### src/rtl/fwd_pkg.sv
// fwd_pkg: shared constants and helpers for the forwarding scoreboard
package fwd_pkg;
    localparam int SEL_REGFILE = 0;
    localparam int DEF_REG_AW = 5;

    function automatic int clog2(input int v);
        int r;
        r = 0;
        while ((1 << r) < v) r++;
        return (r < 1) ? 1 : r;
    endfunction

    function automatic int sel_of_stage(input int k);
        return k + 1;
    endfunction
endpackage

### src/rtl/fwd_select.sv
// fwd_select: priority match of one source register against the bypass stages, youngest wins
module fwd_select
    import fwd_pkg::*;
#(
    parameter int NUM_STAGES = 2,
    parameter int REG_AW = DEF_REG_AW,
    parameter int SEL_W = clog2(NUM_STAGES + 1)
) (
    input  logic [REG_AW-1:0]            rs,
    input  logic [NUM_STAGES*REG_AW-1:0] stage_rd,
    input  logic [NUM_STAGES-1:0]        stage_regwrite,
    output logic [SEL_W-1:0]             sel
);
    // scan oldest to youngest so the youngest live match overwrites
    always_comb begin
        sel = SEL_W'(SEL_REGFILE);
        for (int k = NUM_STAGES - 1; k >= 0; k--)
            if (stage_regwrite[k] && stage_rd[k*REG_AW +: REG_AW] != '0 &&
                stage_rd[k*REG_AW +: REG_AW] == rs)
                sel = SEL_W'(sel_of_stage(k));
    end
endmodule

### src/rtl/forwarding_scoreboard.sv
// forwarding_scoreboard: bypass select plus countdown scoreboard stall; FWD_PERF_CNT_EN adds perf counters
module forwarding_scoreboard
    import fwd_pkg::*;
#(
    parameter int NUM_RD_PORTS = 2,
    parameter int NUM_STAGES = 2,
    parameter int REG_AW = DEF_REG_AW,
    parameter int MAX_LAT = 7,
    localparam int SEL_W = clog2(NUM_STAGES + 1),
    localparam int LAT_W = clog2(MAX_LAT + 1)
) (
    input  logic                          clk,
    input  logic                          reset,
    input  logic [NUM_RD_PORTS*REG_AW-1:0] rs,
    input  logic [NUM_RD_PORTS-1:0]        rs_used,
    input  logic [NUM_STAGES*REG_AW-1:0]   stage_rd,
    input  logic [NUM_STAGES-1:0]          stage_regwrite,
    input  logic                           issue_valid,
    input  logic [REG_AW-1:0]              issue_rd,
    input  logic                           issue_regwrite,
    input  logic [LAT_W-1:0]               issue_lat,
    input  logic                           flush,
`ifdef FWD_PERF_CNT_EN
    output logic [31:0]                    perf_stall_cnt,
    output logic [31:0]                    perf_fwd_cnt,
`endif
    output logic [NUM_RD_PORTS*SEL_W-1:0]  fwd_sel,
    output logic                           stall,
    output logic                           issue_fire
);
    localparam int NREG = 1 << REG_AW;

    logic [LAT_W-1:0] cnt [1:NREG-1];
    logic [LAT_W-1:0] cnt_next [1:NREG-1];
    logic [LAT_W-1:0] cnt_view [NREG];
    logic [LAT_W-1:0] lat_sat;
    logic hazard;
    logic wr;

    genvar g;
    for (g = 0; g < NUM_RD_PORTS; g++) begin : g_sel
        fwd_select #(.NUM_STAGES(NUM_STAGES), .REG_AW(REG_AW), .SEL_W(SEL_W)) u_sel (
            .rs(rs[g*REG_AW +: REG_AW]),
            .stage_rd(stage_rd),
            .stage_regwrite(stage_regwrite),
            .sel(fwd_sel[g*SEL_W +: SEL_W])
        );
    end

    // x0 has no counter; present it as a permanent zero for the lookup
    always_comb begin
        cnt_view[0] = '0;
        for (int r = 1; r < NREG; r++) cnt_view[r] = cnt[r];
    end

    // any used, nonzero source whose producer has not yet reached a bypass stage
    always_comb begin
        hazard = 1'b0;
        for (int i = 0; i < NUM_RD_PORTS; i++)
            if (rs_used[i] && rs[i*REG_AW +: REG_AW] != '0 &&
                cnt_view[rs[i*REG_AW +: REG_AW]] != '0)
                hazard = 1'b1;
    end

    assign stall = issue_valid & ~flush & hazard;
    assign issue_fire = issue_valid & ~stall & ~flush;
    assign lat_sat = (int'(issue_lat) > MAX_LAT) ? LAT_W'(MAX_LAT) : issue_lat;
    assign wr = issue_fire & issue_regwrite & (issue_rd != '0) & (lat_sat != '0);

    // decrement every counter; a new producer only ever lengthens the wait (WAW safe)
    always_comb begin
        for (int r = 1; r < NREG; r++) begin
            cnt_next[r] = (cnt[r] != '0) ? cnt[r] - 1'b1 : '0;
            if (wr && issue_rd == REG_AW'(r) && lat_sat > cnt_next[r]) cnt_next[r] = lat_sat;
        end
    end

    // scoreboard register; reset abandons any countdown in progress
    always_ff @(posedge clk) begin
        for (int r = 1; r < NREG; r++) cnt[r] <= reset ? '0 : cnt_next[r];
    end

`ifdef FWD_PERF_CNT_EN
    logic fwd_any;

    // an issued instruction took at least one operand from a bypass stage
    always_comb begin
        fwd_any = 1'b0;
        for (int i = 0; i < NUM_RD_PORTS; i++)
            if (rs_used[i] && fwd_sel[i*SEL_W +: SEL_W] != SEL_W'(SEL_REGFILE)) fwd_any = 1'b1;
    end

    // free-running event counters, wrapping at 2^32
    always_ff @(posedge clk) begin
        if (reset) begin
            perf_stall_cnt <= '0;
            perf_fwd_cnt <= '0;
        end else begin
            perf_stall_cnt <= perf_stall_cnt + 32'(stall);
            perf_fwd_cnt <= perf_fwd_cnt + 32'(issue_fire & fwd_any);
        end
    end
`endif
endmodule

### config.mk
export PLATFORM = sky130hd
export DESIGN_NAME = forwarding_scoreboard
export DESIGN_NICKNAME = d
export VERILOG_FILES = /design/src/rtl/fwd_pkg.sv /design/src/rtl/fwd_select.sv /design/src/rtl/forwarding_scoreboard.sv
export SDC_FILE = /design/constraint.sdc
export NUM_CORES = 1
export LEC_CHECK = 0
export CORE_MARGIN = 4
export CORE_UTILIZATION = 35
export DETAILED_ROUTE_END_ITERATION = 7
export MAX_ROUTING_LAYER = met4
export PLACE_DENSITY = 0.53
export SYNTH_ARGS = -nofsm -noshare
export SYNTH_HDL_FRONTEND = slang
export SYNTH_SLANG_ARGS = --single-unit
### constraint.sdc
create_clock -name clk -period 4.63 [get_ports clk]
set_clock_uncertainty 0.1 [all_clocks]
set_input_delay 1.389 -clock clk [delete_from_list [all_inputs] [get_ports clk]]
set_output_delay 1.389 -clock clk [all_outputs]
set_load 0.02 [all_outputs]
==> out/qor.yml, run 1 <==
outcome:
  status: "finished with violations"
  violations: "setup timing"
die:
  num_rows: 57
  die_area_mm2: 0.0278
  initial_core_util_pct: 35.9
  core_area_mm2: 0.0245
  io_pins: 43
  die_h_um: 167
  die_w_um: 167
final_layout:
  seq_area_mm2: 0.00186
  reg.largest.list: "cnt: 93 flops"
  drive_above_1_share_pct: 20.3
  utilization_pct: 44.3
  fillers: 2459
  largest_reg_flops: 93
  multi_input_area_mm2: 0.00653
  top_register: "cnt"
  final_cells: 1471
  area_delta_synth_final_pct: 23.3
  fin_nets: 1333
clock_tree:
  cts_inserted_buffers: 9
  ctsHoldBuffers: 0
  cts.sink_count: 93
  tritoncts: "built"
  clock_path_buffers: 2
  clock-root-buffer: "clkbuf_16"
  cts_max_level: 3
  clock_latency_ns: 0.36
  clk_pin_slew_ns: 0.07
setup_path:
  crit_required_ns: 3.14
  critPathLaunchType: "input port"
  timing.rr.start: "cnt[0][71]"
  critPathKind: "input port to primary output"
  crit_fanout: 4
  rr_endpoint: "cnt[0][46]"
  r2r_slack_ns: 1.21
  r2r.worst_path.cells: 8
  crit_arrival_ns: 3.15
  cp-end-kind: "primary output"
detailed_routing:
  drtPass1Iterations: 4
  totalWireLength_um: 25200
  wl_per_cell_um: 17.1
  dr.first_iter.drc_count: 427
  vias_per_cell: 5.15
  postRouteAntennaNets: 0
  vias: 7575
  drc: 0
worst_hold_path:
  hold_start: "cnt[0][42]"
  hold_class: "register to register"
  hold_depth: 2
  hold_end: "cnt[0][42]"
synth:
  yosys_warnings: 0
  synth_nets: 1217
  synth-edff-count: 0
  yosysSeqAreaShare_pct: 21.1
  netlist_area_mm2: 0.00881
  async_flop_share_pct: 0
  synth_flop_cell: "dfxtp_1"
  ys_ff_latch: 93
  postSynthAreaPerCell_um2: 8.59
  synthDistinctLibCells: 57
  syn_inst: 1025
global_route:
  grt_pass1_vias: 7567
  grt_max_degree: 84
  grt_pass1_wl_um: 40700
  grt-ovfl-total: 0
  track_usage_pct: 18.7
  antenna_found_initial: 0
sta:
  finalCritPeriodShare_pct: 100
  rsz0062_at_grt: "yes"
  tightest_slew_ns: 0.714
  setup_violations: 1
  slew_violations: 0
  setup_ws_ns: -0.00412
  fmax_mhz: 216
  fin_crit_ns: 4.63
  max_slew_margin_pct: 52.0
  holdWs_ns: 0.475
  finalHoldViolCount: 0
power_and_ir_drop:
  power_density_mw_per_mm2: 179
  power_leakage_nw: 4.98
  ir_drop_mv: 0.136
placed_design:
  dp.cells: 1445
  gp_congestion: 0.888
  post-place-ws_ns: -0.986
  hpwl_um: 18100
  placement.io_buffers: 42
run:
  drv_cap: 0
-- logic make-up (layout without fill, tap and decap cells) --
| family | after synthesis | in the layout | synth area share (%) |
|---|---|---|---|
| AND/OR/NAND/NOR | 321 | 321 | 22.1 |
| other | 0 | 1 | 0 |
| multiplexers | 101 | 101 | 12.3 |
| buffers and inverters | 172 | 293 | 7.86 |
| XOR/XNOR | 20 | 20 | 1.99 |
| flip-flops | 93 | 93 | 21.1 |
| AO/OA/AOI/OAI | 163 | 163 | 12.6 |
| adder cells (fa/ha/maj) | 155 | 155 | 22.0 |
-- critical path: stages --
cell and delay, ns:
buf_2 0.14, buf_6 0.13, or4_1 0.54, o221ai_2 0.19, nor3_2 0.09, a32oi_4 0.33
and3b_1 0.22, buf_6 0.12
-- layer usage --
| metal | routed length, um | up-vias | track usage, % |
|---|---|---|---|
| met5 | 0 | - | - |
| li1 | - | 3844 | - |
| met3 | 799 | 22 | 2.58 |
| met2 | 11500 | 133 | 30.2 |
| met1 | 12400 | 3576 | 25.1 |
| met4 | 435 | 0 | 4.41 |
-- layout make-up --
cell class                 instances  share of cell area [%]
multi-input combinational        760                    60.2
sequential                        93                    17.1
timing repair buffer             145                    11.7
inverter                         132                    4.56
tap                              324                    3.73
clock buffer                       9                    2.07
clock inverter                     7                   0.599
antenna                            1                  0.0230
-- cells in the mapped netlist, types with 6 or more instances --
| cell | number | share of area [%] |
|---|---|---|
| nand2_1 | 7 | 0.30 |
| buf_2 | 9 | 0.51 |
| nor4b_1 | 8 | 0.80 |
| inv_1 | 132 | 5.6 |
| mux2i_1 | 68 | 7.7 |
| a211oi_1 | 6 | 0.51 |
| nand3_2 | 11 | 1.3 |
| or4_1 | 6 | 0.51 |
| a311oi_1 | 31 | 3.1 |
| nand3_4 | 7 | 1.4 |
| or2_2 | 18 | 1.3 |
| nand3_1 | 14 | 0.80 |
| mux2_2 | 17 | 2.2 |
| nor4_1 | 23 | 1.6 |
| nor3_1 | 21 | 1.2 |
| and2_1 | 32 | 2.3 |
| mux2_1 | 11 | 1.4 |
| dfxtp_1 | 93 | 21 |
| clkbuf_1 | 23 | 0.98 |
| xor2_1 | 14 | 1.4 |
| ha_1 | 155 | 22 |
| or3_1 | 32 | 2.3 |
| a21oi_1 | 67 | 3.8 |
| a21o_1 | 31 | 2.6 |
| nor2_1 | 85 | 3.6 |
| nand2b_1 | 36 | 2.6 |
| xnor2_1 | 6 | 0.60 |
-- timing repair --
| item | in CTS | in global routing |
|---|---|---|
| gates cloned | 2 | 0 |
| buffers inserted | 7 | 1 |
| setup endpoints to repair | 6 | 5 |
| pin swaps | 15 | 16 |
| resized for setup | 86 | 33 |
-- worst max-delay path by stage --
stage               start          to  slack, ns  depth (start not counted)
global placement    rs[6]       stall      -0.93                          8
floorplan           rs[3]  issue_fire       0.07                          7
CTS                 rs[6]  issue_fire      -0.09                          9
global route        rs[7]  issue_fire      -0.07                          9
finish              rs[2]  issue_fire     -0.004                          8
detailed placement  rs[6]  issue_fire      -0.99                          9
-- layout by cell type (no fill, tap or decap), types with 9 or more instances in the layout --
cell,instances
clkbuf_16,9
clkdlybuf4s50_1,22
nand3_2,11
or3_1,32
dfxtp_1,93
nor2_1,84
mux2i_1,68
buf_4,92
and2_1,32
ha_1,155
nand2b_1,35
a21o_1,31
mux2_2,17
xor2_1,14
nor3_1,19
or2_2,18
a21oi_1,65
a311oi_1,31
mux2_1,11
buf_6,9
inv_1,131
nand3_1,14
nor4_1,12
-- power breakdown --
part | internal [W] | switching (W)
logic | 0.000165 | 0.000222
registers | 0.000800 | 0.00000127
clock network | 0.000378 | 0.000375
total | 0.00134 | 0.000599
-- through the flow --
stage | power, W | TNS, ns | area, um2
3_3_place_gp | 0.00118 | -4.42 | 10200
4_1_cts | 0.00197 | -0.0857 | 10800
2_1_floorplan | 0.00102 | 0 | 8810
5_1_grt | 0.00204 | -0.236 | 10900
3_5_place_dp | 0.00118 | -7.95 | 10200
6_report | 0.00194 | -0.00412 | 10900
No activity file was read; power rests on OpenSTA's default activity.
==> inputs of run 2 (changes only) <==
PLACE_DENSITY = not set   (was 0.53)
PLACE_DENSITY_LB_ADDON = 0.08   (was not set)
==> out/qor.yml, run 2 (synthesized netlist as in run 1, its figures left out) <==
clock_tree:
  clock-root-buffer: "clkbuf_16"
  clk_pin_slew_ns: 0.07
  cts_max_level: 3
  clock_latency_ns: 0.36
  clock_path_buffers: 2
  tritoncts: "built"
  ctsHoldBuffers: 0
  cts.sink_count: 93
  cts_inserted_buffers: 9
detailed_routing:
  totalWireLength_um: 26800
  wl_per_cell_um: 18.1
  vias: 7595
  drtPass1Iterations: 4
  dr.first_iter.drc_count: 416
  drc: 0
  postRouteAntennaNets: 0
  vias_per_cell: 5.15
die:
  io_pins: 43
  num_rows: 57
  core_area_mm2: 0.0245
  die_h_um: 167
  die_w_um: 167
  die_area_mm2: 0.0278
  initial_core_util_pct: 35.9
sta:
  setup_violations: 0
  setup_ws_ns: 0.0124
  holdWs_ns: 0.479
  finalCritPeriodShare_pct: 99.7
  finalHoldViolCount: 0
  fin_crit_ns: 4.62
  rsz0062_at_grt: "yes"
  tightest_slew_ns: 0.666
  max_slew_margin_pct: 55.3
  fmax_mhz: 217
  slew_violations: 0
setup_path:
  timing.rr.start: "cnt[0][95]"
  r2r_slack_ns: 1.46
  critPathLaunchType: "input port"
  r2r.worst_path.cells: 8
  crit_required_ns: 3.14
  rr_endpoint: "cnt[0][52]"
  crit_start: "rs[6]"
  critPathKind: "input port to primary output"
  crit_arrival_ns: 3.13
  cp-end-kind: "primary output"
  setup.worst_path.end: "stall"
  crit_fanout: 8
placed_design:
  place_area_mm2: 0.0102
  gp_congestion: 0.892
  placement.io_buffers: 42
  post-place-ws_ns: -1.04
  hpwl_um: 19200
final_layout:
  utilization_pct: 44.8
  design_area_mm2: 0.0110
  layout_common_cells: "ha_1 (155), inv_1 (131), dfxtp_1 (93)"
  area_delta_synth_final_pct: 24.9
  fin_nets: 1336
  reg.largest.list: "cnt: 93 flops"
  fillers: 2491
  drive_above_1_share_pct: 20.6
  top_register: "cnt"
  largest_reg_flops: 93
  final_common_cell: "ha_1"
global_route:
  grt_pass1_wl_um: 42200
  gr-usage-met1_pct: 26.3
  track_usage_pct: 19.7
  grt_pass1_vias: 7450
  grt-ovfl-total: 0
  grt_max_degree: 60
  use_met3_pct: 2.49
  grt_util_met2_pct: 31.5
  antenna_found_initial: 0
  busiest_layer: "met2"
power_and_ir_drop:
  total_power_w: 0.00200
  ir_drop_mv: 0.136
  power_leakage_nw: 5.06
  power_density_mw_per_mm2: 182
worst_hold_path:
  hold_class: "register to register"
run:
  drv_cap: 0
outcome:
  status: "finished clean"
run 2: power by group:
group	switching (W)	internal, W
clock network	0.000347	0.000450
logic	0.000229	0.000174
registers	0.00000135	0.000800
run 2: repair_timing:
| item | 4_1_cts | 5_1_grt |
|---|---|---|
| cloned | 2 | 0 |
| pin swaps | 32 | 12 |
| setup buffers | 12 | 0 |
| endpoints found under the setup margin | 6 | 6 |
| gates resized for setup | 112 | 17 |
run 2: worst max-delay path: stages:
cell and delay (ns):
buf_6 0.10, buf_12 0.14, buf_12 0.13, buf_4 0.13, a221oi_1 0.33, o21ai_1 0.12
a211oi_2 0.33, a32oi_4 0.11, buf_6 0.16, nor2_4 0.07, buf_6 0.12
run 2: final cells by class:
class,instances,area [um2],share of cell area (%)
clock buffers,13,260,2.37
inverters,132,495,4.51
flip-flops and latches,93,1860,16.9
diodes,1,2.50,0.0228
well taps,324,405,3.69
multi-input cells,760,6580,59.8
clock inverters,3,43.8,0.398
repair buffers,148,1350,12.3
run 2: worst min-delay path by stage:
stage	start	to	slack, ns	cells past startpoint
3_3_place_gp	cnt[0][42]	cnt[0][42]	0.46	2
6_report	cnt[0][42]	cnt[0][42]	0.48	2
2_1_floorplan	cnt[0][42]	cnt[0][42]	0.43	2
5_1_grt	cnt[0][81]	cnt[0][81]	0.51	2
4_1_cts	cnt[0][42]	cnt[0][42]	0.48	2
3_5_place_dp	cnt[0][42]	cnt[0][42]	0.46	2
run 2: stage by stage:
step | setup TNS (ns) | instances
2_1_floorplan | 0 | 1025
3_3_place_gp | -4.23 | 1443
3_5_place_dp | -4.34 | 1443
4_1_cts | 0 | 1473
5_1_grt | -0.0644 | 1473
6_report | 0 | 1474
run 2: per-layer routing:
| metal | vias to the layer above | wire (um) |
|---|---|---|
| li1 | 3852 | - |
| met1 | 3600 | 12900 |
| met2 | 113 | 12300 |
| met3 | 30 | 915 |
| met4 | 0 | 647 |
| met5 | - | 0 |
==> inputs of run 3 (changes only) <==
clock period = 5.3 ns   (was 4.63 ns; I/O delays follow)
==> out/qor.yml, run 3 (synthesized netlist as in run 1, its figures left out) <==
detailed_routing:
  totalWireLength_um: 26500
  vias_per_cell: 5.13
  drtPass1Iterations: 5
  wl_per_cell_um: 18.4
  vias: 7375
  drc: 0
  postRouteAntennaNets: 0
  dr.first_iter.drc_count: 335
power_and_ir_drop:
  power_density_mw_per_mm2: 165
  ir_drop_mv: 0.106
  switchingPower_w: 0.000501
  p_clk_share_pct: 40.8
  power_leakage_nw: 4.85
  power.internal_w: 0.00124
  p_sw_share_pct: 28.7
  total_power_w: 0.00174
  pwr-share-seq_pct: 40.2
  combPwrFrac_pct: 19.0
setup_path:
  critPathKind: "input port to primary output"
  rr_endpoint: "cnt[0][52]"
  crit_arrival_ns: 3.50
  cp-end-kind: "primary output"
  crit_required_ns: 3.61
  r2r.worst_path.cells: 9
  crit_fanout: 2
  critPathLaunchType: "input port"
  timing.rr.start: "cnt[0][89]"
  r2r_slack_ns: 1.84
clock_tree:
  clock-root-buffer: "clkbuf_16"
  clock_path_buffers: 2
  tritoncts: "built"
  cts_inserted_buffers: 9
  cts_max_level: 3
  clk_pin_slew_ns: 0.07
  clock_latency_ns: 0.36
  cts.sink_count: 93
  ctsHoldBuffers: 0
final_layout:
  final_common_cell: "ha_1"
  reg.largest.list: "cnt: 93 flops"
  top_register: "cnt"
  utilization_pct: 43.0
  drive_above_1_share_pct: 16.6
  largest_reg_flops: 93
  layout_common_cells: "ha_1 (155), inv_1 (131), dfxtp_1 (93)"
  diodes: 0
  area_delta_synth_final_pct: 19.9
  fin_nets: 1302
  final_cells: 1438
placed_design:
  placement.io_buffers: 42
  post-place-ws_ns: -0.694
  dp.cells: 1419
  gp_congestion: 0.857
  hpwl_um: 18800
worst_hold_path:
  hold_start: "cnt[0][42]"
  hold_end: "cnt[0][42]"
  hold_depth: 2
  hold_class: "register to register"
sta:
  rsz0062_at_grt: "no"
  setup_violations: 0
  max_slew_margin_pct: 34.1
  fin_crit_ns: 5.19
  finalHoldViolCount: 0
  holdWs_ns: 0.474
  fmax_mhz: 193
  slew_violations: 0
  tightest_slew_ns: 0.989
  finalCritPeriodShare_pct: 98.0
  setup_ws_ns: 0.107
die:
  initial_core_util_pct: 35.9
  die_area_mm2: 0.0278
  io_pins: 43
  num_rows: 57
  die_h_um: 167
  core_area_mm2: 0.0245
  die_w_um: 167
run:
  drv_cap: 0
global_route:
  antenna_found_initial: 1
  grt_max_degree: 34
  grt_pass1_wl_um: 41900
  grt_pass1_vias: 7359
  track_usage_pct: 19.5
  grt-ovfl-total: 0
outcome:
  status: "finished clean"
run 3: cell count changes in the layout (fill, tap and decap cells not counted), sizes merged:
| cell | previous run | this run |
|---|---|---|
| bufbuf | 1 | 0 |
| buf | 116 | 75 |
| dlygate4sd2 | 9 | 3 |
| diode | 1 | 0 |
| clkdlybuf4s15 | 2 | 1 |
| dlymetal6s2s | 3 | 5 |
| clkdlybuf4s50 | 15 | 24 |
| clkbuf | 15 | 18 |
run 3: worst max path at each step:
stage	from	endpoint	slack [ns]	cells after the start
2_1_floorplan	rs[3]	issue_fire	0.34	7
3_3_place_gp	rs[5]	stall	-0.70	9
3_5_place_dp	rs[5]	stall	-0.69	9
4_1_cts	rs[5]	issue_fire	-0.15	9
5_1_grt	rs[1]	issue_fire	0.03	10
6_report	stage_rd[0]	fwd_sel[1]	0.11	7
run 3: repair_timing:
item | in CTS | in global routing
endpoints found under the setup margin | 6 | 4
cloned | 0 | 2
setup buffers | 1 | 1
resized for setup | 36 | 36
pin swaps | 7 | 13
run 3: final cells by class:
| class | count | area, um2 |
|---|---|---|
| fillers | 2475 | 14000 |
| multi-input cells | 760 | 6450 |
| flip-flops and latches | 93 | 1860 |
| repair buffers | 114 | 1030 |
| inverters | 132 | 495 |
| well taps | 324 | 405 |
| clock buffers | 12 | 267 |
| clock inverters | 3 | 43.8 |
run 3: worst max-delay path, stage by stage:
cell and delay (ns):
clkdlybuf4s50_1 0.43, or4_1 0.51, o21ai_0 0.16, buf_4 0.15
nor4_2 0.05, nor4_1 0.25, dlygate4sd2_1 0.37
run 3: metrics by stage:
| step | TNS, ns | cell area (um2) |
|---|---|---|
| after floorplan | 0 | 8810 |
| after global placement | -2.48 | 10000 |
| after detailed placement | -2.49 | 10000 |
| final | 0 | 10600 |
| after global routing | 0 | 10600 |
| after CTS | -0.266 | 10400 |
run 3: per-layer routing:
layer | vias up | wire length (um) | part of all wire (%) | track usage, %
li1 | 3784 | - | - | -
met1 | 3470 | 12700 | 48 | 25.4
met2 | 97 | 12700 | 48 | 32.6
met3 | 24 | 623 | 2.4 | 1.97
met4 | 0 | 426 | 1.6 | 4.84
met5 | - | 0 | 0 | -
run 3: power by group through the flow:
stage	clock network, W	registers [W]	logic, W
final	0.000711	0.000700	0.000332
after global routing	0.000758	0.000700	0.000364
after CTS	0.000739	0.000700	0.000324
after detailed placement	0	0.000716	0.000316
after global placement	0	0.000716	0.000315
after floorplan	0	0.000716	0.000172
